--- src/rtl/bs_pkg.sv ---
// Shared definitions for the Monte-Carlo Black-Scholes accumulation core:
// command codes, FSM state encodings and the default fixed-point format.
package bs_pkg;

  localparam logic [3:0] CMD_RUN   = 4'd1;
  localparam logic [3:0] CMD_ACK   = 4'd2;
  localparam logic [3:0] CMD_ABORT = 4'd3;

  // Encodings double as the externally visible status code.
  typedef enum logic [3:0] {
    ST_IDLE     = 4'd0,
    ST_RUNNING  = 4'd1,
    ST_COMPLETE = 4'd2,
    ST_DRAIN    = 4'd3
  } state_e;

  localparam int BS_FW_DEFAULT = 12;

endpackage

--- src/rtl/bs_payoff_sq_pipe.sv ---
// Payoff and square pipeline: input register, payoff stage, MULT_LAT-deep
// squarer (MULT_LAT >= 1) with the payoff delay-matched, and a valid shift chain.
module bs_payoff_sq_pipe #(
  parameter int DW       = 32,
  parameter int FW       = 12,
  parameter int MULT_LAT = 2
) (
  input  logic                 clk,
  input  logic                 rst_n,
  input  logic                 i_flush,
  input  logic                 i_valid,
  input  logic [DW-1:0]        i_data,
  input  logic [DW-1:0]        i_strike,
  input  logic                 i_put,
  output logic                 o_valid,
  output logic [DW-1:0]        o_payoff,
  output logic [2*DW-FW-1:0]   o_sq,
  output logic                 o_busy
);

  localparam int PW = 2 * DW;

  logic                r_in_v;
  logic [DW-1:0]       r_in_s;
  logic                r_p_v;
  logic [DW-1:0]       r_p_pay;
  logic [MULT_LAT-1:0] r_m_v;
  logic [PW-1:0]       r_m_prod [MULT_LAT];
  logic [DW-1:0]       r_m_pay  [MULT_LAT];

  logic [DW:0]         w_diff;
  logic [DW-1:0]       w_payoff;

  // NOTE: every always_comb output is assigned on every path so no latch is inferred.
  always_comb begin
    w_diff   = i_put ? ({1'b0, i_strike} - {1'b0, r_in_s})
                     : ({1'b0, r_in_s} - {1'b0, i_strike});
    w_payoff = w_diff[DW] ? '0 : w_diff[DW-1:0];
  end

  // NOTE: sequential state is written with non-blocking assignments only.
  always_ff @(posedge clk or negedge rst_n) begin
    if (!rst_n) begin
      r_in_v <= 1'b0;
      r_p_v  <= 1'b0;
      r_m_v  <= '0;
    end else if (i_flush) begin
      r_in_v <= 1'b0;
      r_p_v  <= 1'b0;
      r_m_v  <= '0;
    end else begin
      r_in_v   <= i_valid;
      r_p_v    <= r_in_v;
      r_m_v[0] <= r_p_v;
      for (int k = 1; k < MULT_LAT; k++) begin
        r_m_v[k] <= r_m_v[k-1];
      end
    end
  end

  // NOTE: datapath registers carry no reset; only the valid chain qualifies them.
  always_ff @(posedge clk) begin
    r_in_s      <= i_data;
    r_p_pay     <= w_payoff;
    r_m_prod[0] <= PW'(r_p_pay) * PW'(r_p_pay);
    r_m_pay[0]  <= r_p_pay;
    for (int k = 1; k < MULT_LAT; k++) begin
      r_m_prod[k] <= r_m_prod[k-1];
      r_m_pay[k]  <= r_m_pay[k-1];
    end
  end

  assign o_valid  = r_m_v[MULT_LAT-1];
  assign o_payoff = r_m_pay[MULT_LAT-1];
  assign o_sq     = r_m_prod[MULT_LAT-1][PW-1:FW];
  assign o_busy   = r_in_v | r_p_v | (|r_m_v);

endmodule

--- src/rtl/bs_mc_accum_core.sv ---
// Monte-Carlo payoff accumulator: RUN/ACK/ABORT command FSM, sample counters,
// and saturating sum / sum-of-squares accumulators fed by the payoff pipeline.
module bs_mc_accum_core
  import bs_pkg::*;
#(
  parameter int DW       = 32,
  parameter int FW       = BS_FW_DEFAULT,
  parameter int AW       = 64,
  parameter int MULT_LAT = 2
) (
  input  logic          clk,
  input  logic          nreset,
  input  logic [3:0]    cmd,
  input  logic [31:0]   niter,
  input  logic [DW-1:0] constK,
  input  logic          put_mode,
  input  logic          in_valid,
  input  logic [DW-1:0] in_data,
  output logic          in_ready,
  output logic [3:0]    status,
  output logic [AW-1:0] sum_dout,
  output logic [AW-1:0] pow_sum_dout,
  output logic          ovf
);

  localparam int SQW = 2 * DW - FW;
  localparam int MW  = (AW > SQW) ? AW : SQW;
  // One guard bit above the widest operand so any carry past AW is visible.
  localparam int EW  = ((MW > DW) ? MW : DW) + 1;

  state_e        r_state;
  logic [31:0]   r_niter;
  logic [31:0]   r_issued;
  logic [31:0]   r_retired;
  logic [DW-1:0] r_k;
  logic          r_put;
  logic          r_in_ready;
  logic [AW-1:0] r_sum;
  logic [AW-1:0] r_pow;
  logic          r_ovf;

  logic          w_active;
  logic          w_abort;
  logic          w_accept;
  logic          w_pipe_v;
  logic          w_pipe_busy;
  logic [DW-1:0] w_pay;
  logic [SQW-1:0] w_sq;
  logic [EW-1:0] w_sum_ext;
  logic [EW-1:0] w_pow_ext;
  logic          w_sum_sat;
  logic          w_pow_sat;
  logic [AW-1:0] w_sum_next;
  logic [AW-1:0] w_pow_next;

  assign w_active = (r_state == ST_RUNNING) || (r_state == ST_DRAIN);
  assign w_abort  = w_active && (cmd == CMD_ABORT);
  // A sample offered in the abort cycle is dropped together with the flush.
  assign w_accept = in_valid && r_in_ready && !w_abort;

  bs_payoff_sq_pipe #(
    .DW       (DW),
    .FW       (FW),
    .MULT_LAT (MULT_LAT)
  ) u_pipe (
    .clk      (clk),
    .rst_n    (nreset),
    .i_flush  (w_abort),
    .i_valid  (w_accept),
    .i_data   (in_data),
    .i_strike (r_k),
    .i_put    (r_put),
    .o_valid  (w_pipe_v),
    .o_payoff (w_pay),
    .o_sq     (w_sq),
    .o_busy   (w_pipe_busy)
  );

  always_comb begin
    w_sum_ext  = EW'(r_sum) + EW'(w_pay);
    w_pow_ext  = EW'(r_pow) + EW'(w_sq);
    w_sum_sat  = |w_sum_ext[EW-1:AW];
    w_pow_sat  = |w_pow_ext[EW-1:AW];
    w_sum_next = w_sum_sat ? '1 : w_sum_ext[AW-1:0];
    w_pow_next = w_pow_sat ? '1 : w_pow_ext[AW-1:0];
  end

  always_ff @(posedge clk or negedge nreset) begin
    if (!nreset) begin
      r_state    <= ST_IDLE;
      r_niter    <= '0;
      r_issued   <= '0;
      r_retired  <= '0;
      r_k        <= '0;
      r_put      <= 1'b0;
      r_in_ready <= 1'b0;
      r_sum      <= '0;
      r_pow      <= '0;
      r_ovf      <= 1'b0;
    end else begin
      // Retirement is independent of issue so both can happen in one cycle.
      if (w_active && !w_abort && w_pipe_v) begin
        r_sum     <= w_sum_next;
        r_pow     <= w_pow_next;
        r_ovf     <= r_ovf | w_sum_sat | w_pow_sat;
        r_retired <= r_retired + 32'd1;
      end

      case (r_state)
        ST_IDLE: begin
          if (cmd == CMD_RUN) begin
            r_niter    <= niter;
            r_k        <= constK;
            r_put      <= put_mode;
            r_sum      <= '0;
            r_pow      <= '0;
            r_ovf      <= 1'b0;
            r_issued   <= '0;
            r_retired  <= '0;
            r_in_ready <= (niter != 32'd0);
            r_state    <= (niter == 32'd0) ? ST_COMPLETE : ST_RUNNING;
          end
        end
        ST_RUNNING: begin
          if (w_abort) begin
            r_in_ready <= 1'b0;
            r_state    <= ST_IDLE;
          end else if (w_accept) begin
            r_issued <= r_issued + 32'd1;
            if ((r_issued + 32'd1) == r_niter) begin
              r_in_ready <= 1'b0;
              r_state    <= ST_DRAIN;
            end
          end
        end
        ST_DRAIN: begin
          if (w_abort) begin
            r_state <= ST_IDLE;
          end else if ((r_retired == r_niter) && !w_pipe_busy) begin
            r_state <= ST_COMPLETE;
          end
        end
        ST_COMPLETE: begin
          if (cmd == CMD_ACK) begin
            r_state <= ST_IDLE;
          end
        end
        default: r_state <= ST_IDLE;
      endcase
    end
  end

  assign in_ready     = r_in_ready;
  assign status       = r_state;
  assign sum_dout     = r_sum;
  assign pow_sum_dout = r_pow;
  assign ovf          = r_ovf;

endmodule

--- config.mk ---
export PLATFORM = sky130hd
export DESIGN_NAME = bs_mc_accum_core
export DESIGN_NICKNAME = d
export VERILOG_FILES = /design/src/rtl/bs_pkg.sv /design/src/rtl/bs_payoff_sq_pipe.sv /design/src/rtl/bs_mc_accum_core.sv
export SDC_FILE = /design/constraint.sdc
export NUM_CORES = 2
export LEC_CHECK = 0
export BUFFER_PORTS_ARGS = -buffer_cell sky130_fd_sc_hd__buf_2
export CAP_MARGIN = 20
export CORE_ASPECT_RATIO = 0.75
export CORE_MARGIN = 2
export CORE_UTILIZATION = 29
export DETAILED_ROUTE_END_ITERATION = 8
export SYNTH_ARGS = -nofsm -noshare
export SYNTH_HDL_FRONTEND = slang
export SYNTH_SLANG_ARGS = --single-unit
--- constraint.sdc ---
create_clock -name clk -period 12.45 [get_ports clk]
set_clock_uncertainty 0.1 [all_clocks]
set_input_delay 0.6225 -clock clk [delete_from_list [all_inputs] [get_ports clk]]
set_output_delay 0.6225 -clock clk [all_outputs]
set_load 0.05 [all_outputs]
== Word-level counts from Yosys, hierarchy flattened ==
Memories as Yosys holds them, arrays and structs flattened.
Index checks and enable logic that the tools add are counted.

* Register bits after elaboration: 331
* Bits in latches: 0
* RAM bits: 192
* Memory bits (read-only): 0
* Input bits: 104
* Word-level logic and storage cells: 97
* Memories kept: 2

{| class="wikitable"
|+ Memories
! memory !! words !! bits a word !! read ports !! clocked after memory_dff !! write ports !! RTL line !! text
|-
| u_pipe.r_m_prod || 2 || 64 || 2 || 0 || 2 || bs_payoff_sq_pipe.sv:28 || <nowiki>logic [PW-1:0] r_m_prod [MULT_LAT];</nowiki>
|-
| u_pipe.r_m_pay || 2 || 32 || 2 || 0 || 2 || bs_payoff_sq_pipe.sv:29 || <nowiki>logic [DW-1:0] r_m_pay [MULT_LAT];</nowiki>
|}

* Add/subtract/negate cells: 6
* Multiply operators: 1
* Divide/modulo/power cells: 0
* Magnitude comparators: 0
* Equal/unequal tests: 15
* Shift-type cells: 0
* Multiplexer cells: 36
* Bitwise operators: 4
* Reductions and logical operators: 18

{| class="wikitable"
|+ Operators with widths
! kind !! number
|-
| 64-bit two-way mux || 8
|-
| 32-bit two-way mux || 6
|-
| 32-bit by 32-bit subtractor with 33-bit output || 2
|-
| 64-bit by 32-bit adder with 65-bit output || 1
|-
| 64-bit by 52-bit adder with 65-bit output || 1
|-
| 32-bit by 1-bit adder with 32-bit output, second input constant || 2
|-
| 32-bit equality test || 2
|-
| 32-bit by 32-bit multiplier with 64-bit output || 1
|-
| 32-bit case mux with 2 select lines || 1
|-
| 33-bit two-way mux || 1
|-
| 32-bit zero test || 1
|-
| 32-bit nonzero test || 1
|-
| 4-bit two-way mux || 7
|-
| 4-bit by 2-bit equality test with 1-bit output, second input constant || 4
|-
| 4-bit case mux with 4 select lines || 1
|-
| 1-bit two-way mux || 9
|-
| 3-bit by 2-bit inequality test with 1-bit output, second input constant || 3
|-
| 4-bit by 1-bit equality test with 1-bit output, second input constant || 2
|-
| 4-bit AND reduction || 2
|-
| 1-bit logical AND || 6
|-
| 2-bit inequality test, second input constant || 3
|-
| 5-bit AND reduction || 1
|-
| 4-bit zero test || 1
|-
| 2-bit two-way mux || 2
|-
| 8 further kinds || 12
|}

== Longest topological paths before layout ==
* Depth after elaboration: 9
* Gate-level depth with buffers: 32
* Gate-level depth less buffers: 30

== Hierarchy ==
Synthesis repeated with hierarchy kept, for this count alone.

* Cells, all modules: 6123
* Area, all modules: 55408.1 um^2

{| class="wikitable"
|+ Modules (own cells, without submodules)
! module !! times used !! cells an instance !! area an instance (um^2) !! seq. area each (um^2)
|-
| bs_payoff_sq_pipe || 1 || 3995 || 37870.1 || 4744.6
|-
| bs_mc_accum_core || 1 || 2128 || 17538.1 || 6531.3
|}

== Least setup slack after synthesis ==
No wires, ideal clock.

* Path type: reg-to-reg
* From: reg u_pipe.r_p_pay[2]
* To: mem u_pipe.r_m_prod[0][40] (netlist name)
* Arrival: 7.524 ns
* Required time: 12.278 ns
* Setup slack: 4.753 ns
* Stages on the path, launching flop included: 27
* Path buffers: 2
* Cell sequence: dfxtp_1 clkbuf_1 buf_1 nand2_1 fa_1 inv_1 fa_1 inv_1 fa_1 fa_1 fa_1 fa_1 inv_1 fa_1 fa_1 ha_1 a21oi_1 o21bai_1 a21o_1 a221oi_1 a21oi_1 o31a_1 a21oi_2 o21ai_1 a21o_1 a221oi_2 xnor2_1

{| class="wikitable"
|+ RTL lines
! item !! RTL line !! text
|-
| start: declaration || bs_payoff_sq_pipe.sv:26 || <nowiki>logic [DW-1:0] r_p_pay;</nowiki>
|-
| start signal: assignment || bs_payoff_sq_pipe.sv:64 || <nowiki>r_p_pay <= w_payoff;</nowiki>
|-
| end: declaration || bs_payoff_sq_pipe.sv:28 ||
|}

==> results by group <==
Status
  • Result of the run: completed

Synth
  • Share of synthesized registers carrying an async set or reset: 53.3%
  • Fraction of the mapped netlist area in compound gates: 11.5%
  • Proportion of netlist area held by the largest area contributor: 29.6%
  • Post-synthesis area per instance: 9.28 um^2
  • Simple-Gate Fraction of Synth Area: 12.9%
  • Synthesized-area fraction occupied by xor and xnor cells: 5.35%
  • Post-Synth Adder-Cell Area: 39.8%
  • Synth Cell Area: 54,000 um^2
  • Number of enable flip-flop cells after synthesis: 0
  • Post-synth top flop: sky130_fd_sc_hd__dfrtp_1
  • Count of warnings emitted by yosys: 0
  • Top post-synthesis cells by area: sky130_fd_sc_hd__fa_1, sky130_fd_sc_hd__dfrtp_1, sky130_fd_sc_hd__ha_1
  • Post-Syn Instances: 5,822
  • Number of different library cells in the post-synthesis netlist: 93
  • Largest area contributor in the netlist: sky130_fd_sc_hd__fa_1
  • Share of cell area taken by muxes after synthesis: 0.380%
  • Combinational family with the most area after synthesis: adder cells
  • Synthesized flop and latch total: 497
  • Share of synthesized area occupied by flip-flops and latches: 20.9%

Place
  • Port Buffer Count: 235
  • RD Place Congestion: 0.953
  • Final HPWL DP: 121 mm

Finish
  • Leading cell type in the layout, fill and taps excluded: sky130_fd_sc_hd__inv_1
  • Final layout net count: 7,303
  • Most frequent cells in the layout: sky130_fd_sc_hd__inv_1, sky130_fd_sc_hd__fa_1, sky130_fd_sc_hd__nand2_1
  • Final core area utilization: 32.3%
  • Fraction of layout cells with a size suffix above 1: 7.50%
  • Fillcell total: 19,100
  • P&R area growth vs syn: 11.0%

Floorplanning
  • Standard cell core area: 186,000 um^2
  • X dimension of the die: 502 um
  • Die Area: 190,000 um^2
  • Initial core utilization: 29.1%
  • Count of standard-cell rows: 137
  • Height of the chip: 378 um
  • Ports: 238

Hold path
  • Startpoint of the most critical hold path: in_data[1]
  • Worst hold stages: 1
  • Endpoint of the worst hold-timing path: u_pipe.r_in_s[1]$_DFF_P_
  • Path class of the lowest-slack min-delay path: input pin to register

Clock network
  • CTS HTree Levels: 2
  • Clock root buffer: sky130_fd_sc_hd__clkbuf_16
  • Clock tree from TritonCTS: built
  • Clock sink total: 497
  • Clk Latency, worst-skew pair: 0.68 ns
  • Clock-pin transition on the worst setup and hold timing paths: 0.09 ns
  • Maximum number of buffers from clock root to sink: 3
  • CTS buffer count: 50

Setup path
  • Slack of the worst reg-to-reg path: 3.75 ns
  • Startpoint class of the critical path: register
  • Required @ worst endpoint: 12.91 ns
  • Category of the worst setup path capture point: register
  • R2R Path End: u_pipe.r_m_prod[0][60]$_DFF_P_
  • Startpoint of the most critical register-to-register path: u_pipe.r_p_pay[17]$_SDFF_PP0_
  • R2r worst-path depth: 25
  • Crit path max fanout: 17
  • Arrival time worst endpoint: 9.16 ns
  • Critical path class: register to register

Timing
  • Final critical-path share of the clock period: 69.9%
  • Fmax achieved: 115 MHz
  • Number of max-slew violations in the final report: 0
  • Relative slew margins: 31.3%
  • Total Neg Setup Slack: 0 ns
  • Total count of hold-check failures in the final report: 0
  • Slew at the pin closest to its max-slew limit: 1.02 ns
  • # setup viols final: 0
  • Final critical-path required period: 8.70 ns
  • Unrepaired setup endpoints after global routing: false

Route
  • Final routed DRC violation total: 0
  • Mean routed wirelength per cell: 18.3 um
  • Overall via count from detail_route: 40,500
  • Final antenna-violating net count: 0
  • TritonRoute pass-1 iters: 5
  • Routed Wire Length: 155 mm
  • Routed via count divided by cell count: 4.76
  • Iteration-0 DRC count of the detailed router: 3,263

GRT
  • Maximum number of pins on one net before global-route repair: 101
  • Remaining global-route overflow: 0
  • Vias in the first global route: 41,800
  • Global-route wire length before repair: 243 mm
  • Initial antenna violation count: 8
  • Total routing resource utilization after global routing: 16.3%

Flow run
  • Maximum Capacitance Violations: 0
repair_timing:
item                                   CTS  global route
hold buffers                            31             1
resized for setup                        0             0
endpoints found under the hold margin  128             1
setup buffers                            0             0
critical path, stage by stage (launching register included):
cell and delay, ns:
sky130_fd_sc_hd__dfxtp_1 0.91, sky130_fd_sc_hd__buf_4 0.45, sky130_fd_sc_hd__and2_1 0.25, sky130_fd_sc_hd__ha_1 0.27, sky130_fd_sc_hd__xor2_1 0.19, sky130_fd_sc_hd__fa_1 0.55, sky130_fd_sc_hd__inv_1 0.05, sky130_fd_sc_hd__fa_1 0.48
sky130_fd_sc_hd__fa_1 0.64, sky130_fd_sc_hd__fa_1 0.46, sky130_fd_sc_hd__fa_1 0.47, sky130_fd_sc_hd__fa_1 0.50, sky130_fd_sc_hd__inv_1 0.05, sky130_fd_sc_hd__fa_1 0.47, sky130_fd_sc_hd__inv_1 0.04, sky130_fd_sc_hd__ha_1 0.34
sky130_fd_sc_hd__and2_1 0.22, sky130_fd_sc_hd__nand3_1 0.09, sky130_fd_sc_hd__a21oi_1 0.12, sky130_fd_sc_hd__nor2_1 0.07, sky130_fd_sc_hd__a21oi_1 0.22, sky130_fd_sc_hd__o21ai_0 0.16, sky130_fd_sc_hd__o31ai_1 0.50, sky130_fd_sc_hd__a31oi_1 0.25
sky130_fd_sc_hd__o31a_1 0.36, sky130_fd_sc_hd__o311ai_0 0.34
through the flow:
step,area [um^2],cells,setup slack (ns),hold WS [ns]
global route,60000,8502,3.29,0.00145
floorplan,54100,5823,4.75,0.210
finish,60000,8504,3.75,0.0232
global placement,57800,8373,3.89,0.211
CTS,59900,8498,3.73,0.00105
detailed placement,57800,8373,3.73,0.212
cell usage after synthesis (20+ instances only):
cell type,number
sky130_fd_sc_hd__nand4_1,63
sky130_fd_sc_hd__o21ai_0,273
sky130_fd_sc_hd__nor2_1,247
sky130_fd_sc_hd__xor2_1,157
sky130_fd_sc_hd__and3_1,58
sky130_fd_sc_hd__ha_1,443
sky130_fd_sc_hd__nor3_1,31
sky130_fd_sc_hd__and2_1,255
sky130_fd_sc_hd__nor2b_1,38
sky130_fd_sc_hd__fa_1,798
sky130_fd_sc_hd__dfrtp_1,265
sky130_fd_sc_hd__xnor2_1,173
sky130_fd_sc_hd__nand2b_1,25
sky130_fd_sc_hd__o31ai_1,25
sky130_fd_sc_hd__clkbuf_1,207
sky130_fd_sc_hd__a31oi_1,64
sky130_fd_sc_hd__o21bai_1,35
sky130_fd_sc_hd__nor4_1,26
sky130_fd_sc_hd__a211oi_1,20
sky130_fd_sc_hd__inv_1,1081
sky130_fd_sc_hd__a21oi_1,279
sky130_fd_sc_hd__a21o_1,113
sky130_fd_sc_hd__o21a_1,23
sky130_fd_sc_hd__nand2_1,561
sky130_fd_sc_hd__nand3_1,76
sky130_fd_sc_hd__dfxtp_1,232
cells by family after synthesis:
family,Yosys count
buffers and inverters,1316
AND/OR/NAND/NOR,1438
XOR/XNOR,330
multiplexers,20
adder cells (fa/ha/maj),1242
AO/OA/AOI/OAI,978
flip-flops,497
other,1
flip-flops by register name (all words and copies together) (netlist names), 2 cells and up:
name / count
u_pipe.r_m_prod: 104
pow_sum_dout: 64
sum_dout: 64
u_pipe.r_m_pay: 64
r_issued: 32
r_k: 32
r_niter: 32
r_retired: 32
u_pipe.r_in_s: 32
u_pipe.r_p_pay: 32
status: 2
u_pipe.r_m_v: 2
final cells by class:
type                       count  area [um^2]  share of cell area [%]
tap                         2502         3130                    5.22
clock inverter                27          287                   0.478
antenna                        2         5.00                 0.00835
sequential                   497        11300                    18.8
multi-input combinational   4010        37800                    63.0
timing repair buffer         318         1940                    3.23
clock buffer                  67         1470                    2.45
inverter                    1081         4060                    6.77
worst max-delay path by stage:
| stage | depth (start not counted) | start | end | slack [ns] |
|---|---|---|---|---|
| floorplan | 26 | u_pipe.r_p_pay[2]$_SDFF_PP0_ | u_pipe.r_m_prod[0][40]$_DFF_P_ | 4.75 |
| global placement | 26 | u_pipe.r_p_pay[9]$_SDFF_PP0_ | u_pipe.r_m_prod[0][59]$_DFF_P_ | 3.89 |
| global route | 26 | u_pipe.r_p_pay[13]$_SDFF_PP0_ | u_pipe.r_m_prod[0][59]$_DFF_P_ | 3.29 |
| finish | 25 | u_pipe.r_p_pay[17]$_SDFF_PP0_ | u_pipe.r_m_prod[0][60]$_DFF_P_ | 3.75 |
| detailed placement | 25 | u_pipe.r_p_pay[9]$_SDFF_PP0_ | u_pipe.r_m_prod[0][60]$_DFF_P_ | 3.73 |
| CTS | 25 | u_pipe.r_p_pay[9]$_SDFF_PP0_ | u_pipe.r_m_prod[0][60]$_DFF_P_ | 3.73 |
routing by layer:
metal  vias to the layer above  global-route usage, %  wire (um)  part of all wire (%)
met4                         2                   2.70       2430                   1.6
li1                      18800                      -          -                     -
met2                      1352                   23.5      64000                    41
met5                         -                      0         13                0.0084
met3                       168                   4.23      13500                   8.7
met1                     20200                   24.5      75400                    49
Power is left out: the tool's default activity adds up to more than one toggle a clock period on the data nets, which glitch-free logic cannot reach.
